File: config.mk
export PLATFORM = sky130hd
export DESIGN_NAME = data_memory
export DESIGN_NICKNAME = d
export VERILOG_FILES = /design/src/rtl/data_memory.sv
export SDC_FILE = /design/constraint.sdc
export NUM_CORES = 2
export LEC_CHECK = 0
export ABC_AREA = 1
export CAP_MARGIN = 20
export CORE_UTILIZATION = 45
export DETAILED_ROUTE_END_ITERATION = 12
export GPL_ROUTABILITY_DRIVEN = 0
export GPL_TIMING_DRIVEN = 0
export PLACE_DENSITY_LB_ADDON = 0.15
export RECOVER_POWER = 25
export SYNTH_ARGS = -nofsm -noshare
export SYNTH_HDL_FRONTEND = slang
export SYNTH_SLANG_ARGS = --single-unit
File: constraint.sdc
create_clock -name clk -period 9.2 [get_ports clk]
set_input_delay 1.84 -clock clk [delete_from_list [all_inputs] [get_ports clk]]
set_output_delay 1.84 -clock clk [all_outputs]
set_load 0.005 [all_outputs]
File: src/rtl/data_memory.sv
// Word-addressable data memory: combinational read, synchronous write, synchronous clear.
// Define DATA_MEMORY_BOUNDS_CHECK_EN to reject out-of-range addresses; otherwise upper bits wrap.
module data_memory #(
   parameter int DEPTH = 64,
   parameter int AW    = 32,
   parameter int DW    = 32
) (
   input  logic          clk,
   input  logic          reset,
   input  logic          write,
   input  logic [AW-1:0] address,
   input  logic [DW-1:0] write_data,
   output logic [DW-1:0] read_data
);

   localparam int IW = $clog2(DEPTH);

   logic [DW-1:0] mem [DEPTH];
   logic [IW-1:0] word_index;
   logic [AW-1:0] upper_bits;
   logic          in_range;
   logic          unused_addr_bits;

   assign word_index = address[IW+1:2];
   assign upper_bits = address >> (IW + 2);

`ifdef DATA_MEMORY_BOUNDS_CHECK_EN
   assign in_range = (upper_bits == '0);
`else
   assign in_range = 1'b1;
`endif

   // Byte-offset bits never select anything; upper bits only matter with bounds checking.
   assign unused_addr_bits = ^{address[1:0], upper_bits};

   always_ff @(posedge clk) begin
      if (reset) begin
         for (int i = 0; i < DEPTH; i++) begin
            mem[i] <= '0;
         end
      end else if (write && in_range) begin
         mem[word_index] <= write_data;
      end
   end

   assign read_data = in_range ? mem[word_index] : '0;

endmodule

==> results.py <==
metrics = {
    "logic_synthesis": {
        "synthesis.instances": 11000,
        "synth.most_common_cell": "nand2_1",
        "synth_top_area_share_pct": 64.6,
        "synth_edf_count": 2048,
        "synth.area.top_cells": "edfxtp_1 (65%), nand2_1 (23%), nor2_1 (8.4%), clkbuf_1 (2.6%), buf_2 (0.53%)",
        "synth_top_cell_by_area": "edfxtp_1",
        "ys_types": 18,
        "synth_ff_type": "edfxtp_1",
        "yosysWarnings": 0,
        "synth_seq_cells": 2048,
        "synthArstFlopShare_pct": 0,
        "syn_area_sq_um": 95200,
        "syn_nets": 11000,
        "syn_avg_cell_area_sq_um": 8.69,
        "seq_area_frac_synth_pct": 64.6,
        "synth_commonest_cells": "nand2_1 (5851), nor2_1 (2126), edfxtp_1 (2048), clkbuf_1 (664), buf_2 (100)",
    },
    "run": {
        "cap_violations": 3,
    },
    "critical_path": {
        "worst-setup-path-type": "in -> out",
        "cp_data_arrival_time_ns": 6.69,
        "endpoint_kind": "primary output",
        "cp-start-kind": "input pin",
        "required_ns": 7.36,
        "cp_max_fo": 10,
    },
    "placed_design": {
        "portBuffers": 69,
        "dp.cells": 13900,
        "dpl.hpwl_um": 272000,
    },
    "layout": {
        "reg.largest.list": "mem x2048",
        "largest_reg_flops": 2048,
        "syn2layout_area_growth_pct": 12.7,
        "drive_above_1_share_pct": 4.59,
        "nets": 11400,
        "fillers": 19900,
        "stdcell_count": 14300,
        "regMostFlops": "mem",
    },
    "detailed_routing": {
        "vias": 79200,
        "drc": 0,
        "drt_wl_total_um": 376000,
        "wl_per_cell_um": 26.3,
        "antenna_left": 0,
        "drt-pass1-iter-count": 6,
        "drtIter0Drc": 11300,
        "viasPerCell": 5.54,
    },
    "sta": {
        "maxSlewViolCount": 27,
        "finalCritPeriodShare_pct": 92.7,
        "period_minus_slack_ns": 8.53,
        "hold_violations": 0,
        "tightest_slew_ns": 2.07,
        "rsz0062_at_grt": "false",
        "setup_viol": 0,
        "tns_ns": 0,
        "max_freq_mhz": 117,
        "slew_headroom_pct": -39.2,
    },
    "die": {
        "rows": 168,
        "design.portCount": 99,
        "die_y_um": 462,
        "dieArea_sq_um": 213000,
        "die-width_um": 462,
        "coreArea_sq_um": 210000,
        "initial_core_util_pct": 45.3,
    },
    "grt": {
        "grt_max_degree": 33,
        "grt_pass1_wl_um": 521000,
        "grt_pass1_vias": 72600,
        "grt-ovfl-total": 0,
        "grt_usage_pct": 34.9,
        "antenna_found_initial": 39,
    },
    "power_and_ir_drop": {
        "peakVddDrop_v": 0.000228,
        "power_density_nw_per_um2": 203,
        "p_leak_nw": 46.7,
    },
    "hold_path": {
        "hold_path_class": "in -> reg",
    },
    "cts": {
        "cts_setup_buffers": 0,
        "clk_pin_slew_ns": 0.07,
        "cts_root_buf": "clkbuf_16",
        "clkSinkCount": 2048,
        "h-tree-depth": 4,
        "cts_hold_buf": 0,
        "numCtsBuffers": 216,
        "clk_path_buf_depth": 3,
        "cts_tree": "yes",
        "cts-resized-gates": 0,
    },
    "outcome": {
        "violations": "max-capacitance violations, max-slew violations",
        "run_status": "finished, violations left",
    },
}
placed cells by master, fill, tap and decap left out:
cell type           n
nand2_1          5795
nor2_1           2126
edfxtp_1         2048
clkbuf_1          729
clkbuf_16         218
buf_2              85
clkdlybuf4s50_1    66
buf_1              57
nand2_2            56
clkinv_1           51
clkinv_2           37
inv_2              32
diode_2            31
inv_1              23
buf_8              20
buf_16             16
bufinv_16          14
nor3_1             12
nand3_1            12
clkbuf_2           11
buf_12              9
o21ai_0             7
or2_2               6
o211ai_1            5
clkinv_8            5
nor4_4              4
inv_6               3
clkinv_16           3
clkinvlp_4          3
dlygate4sd3_1       3
buf_6               2
nor4_2              1
nor4_1              1
nand4_1             1
clkinv_4            1
area by class of cell:
cell class,count,area [sq um],area share (%)
clock buffers,276,5670,5.29
plain buffers,821,3200,2.99
repair buffers,119,1650,1.53
well taps,2805,3510,3.27
multi-input cells,8026,30400,28.4
diodes,31,77.6,0.0723
flip-flops and latches,2048,61500,57.3
inverters,55,206,0.192
clock inverters,117,1030,0.957
path summary, 6_finish.rpt:
kind / cells after the start / startpoint / to
worst max-delay path: 16 / address[2] / read_data[1]
worst min-delay path: 4 / address[3] / mem[29][0]$_SDFFCE_PN0P_
logic make-up after synthesis:
logic type / Yosys count / synth area share (%)
and+or+nand+nor: 8014 / 31.7
DFF: 2048 / 64.6
buffers and inverters: 876 / 3.59
AOI/OAI and AO/OA: 12 / 0.0762
metrics by stage:
step,worst slack [ns],hold WS [ns],area (sq um),power [mW],util [%]
after global placement,0.790,2.77,99400,13.2,47.3
after CTS,1.42,1.72,107000,21.6,51.0
after floorplan,4.14,2.09,95200,12.2,-
after global routing,0.807,1.75,107000,22.2,51.1
final,0.669,1.78,107000,21.7,51.1
after detailed placement,1.43,2.65,100000,13.3,47.9
power breakdown:
part	total [mW]	internal [mW]	leakage (nW)	switching [mW]
clock network	8.57	4.73	3.26	3.84
registers	10.9	10.7	19.5	0.144
logic	2.28	0.491	24.0	1.79
total	21.7	16.0	46.7	5.77
critical path: stages:
cell and delay [ns]:
buf_2 0.22, inv_1 0.17, clkbuf_1 0.72, clkbuf_1 0.98, clkbuf_1 0.87, nand2_1 0.14
nand2_1 0.19, nand2_1 0.07, nand2_1 0.10, nand2_1 0.06, nand2_1 0.25, nand2_1 0.10
nand2_1 0.07, nor2_1 0.07, nand2_1 0.24, clkdlybuf4s50_1 0.57
metal layers:
metal	vias up	track usage [%]	part of all wire (%)
li1	35200	-	-
met1	38000	44.9	37
met2	4857	51.1	43
met3	1052	9.31	12
met4	24	24.6	7.9
met5	-	0	0.064
Power figures use the tool's default switching activity.
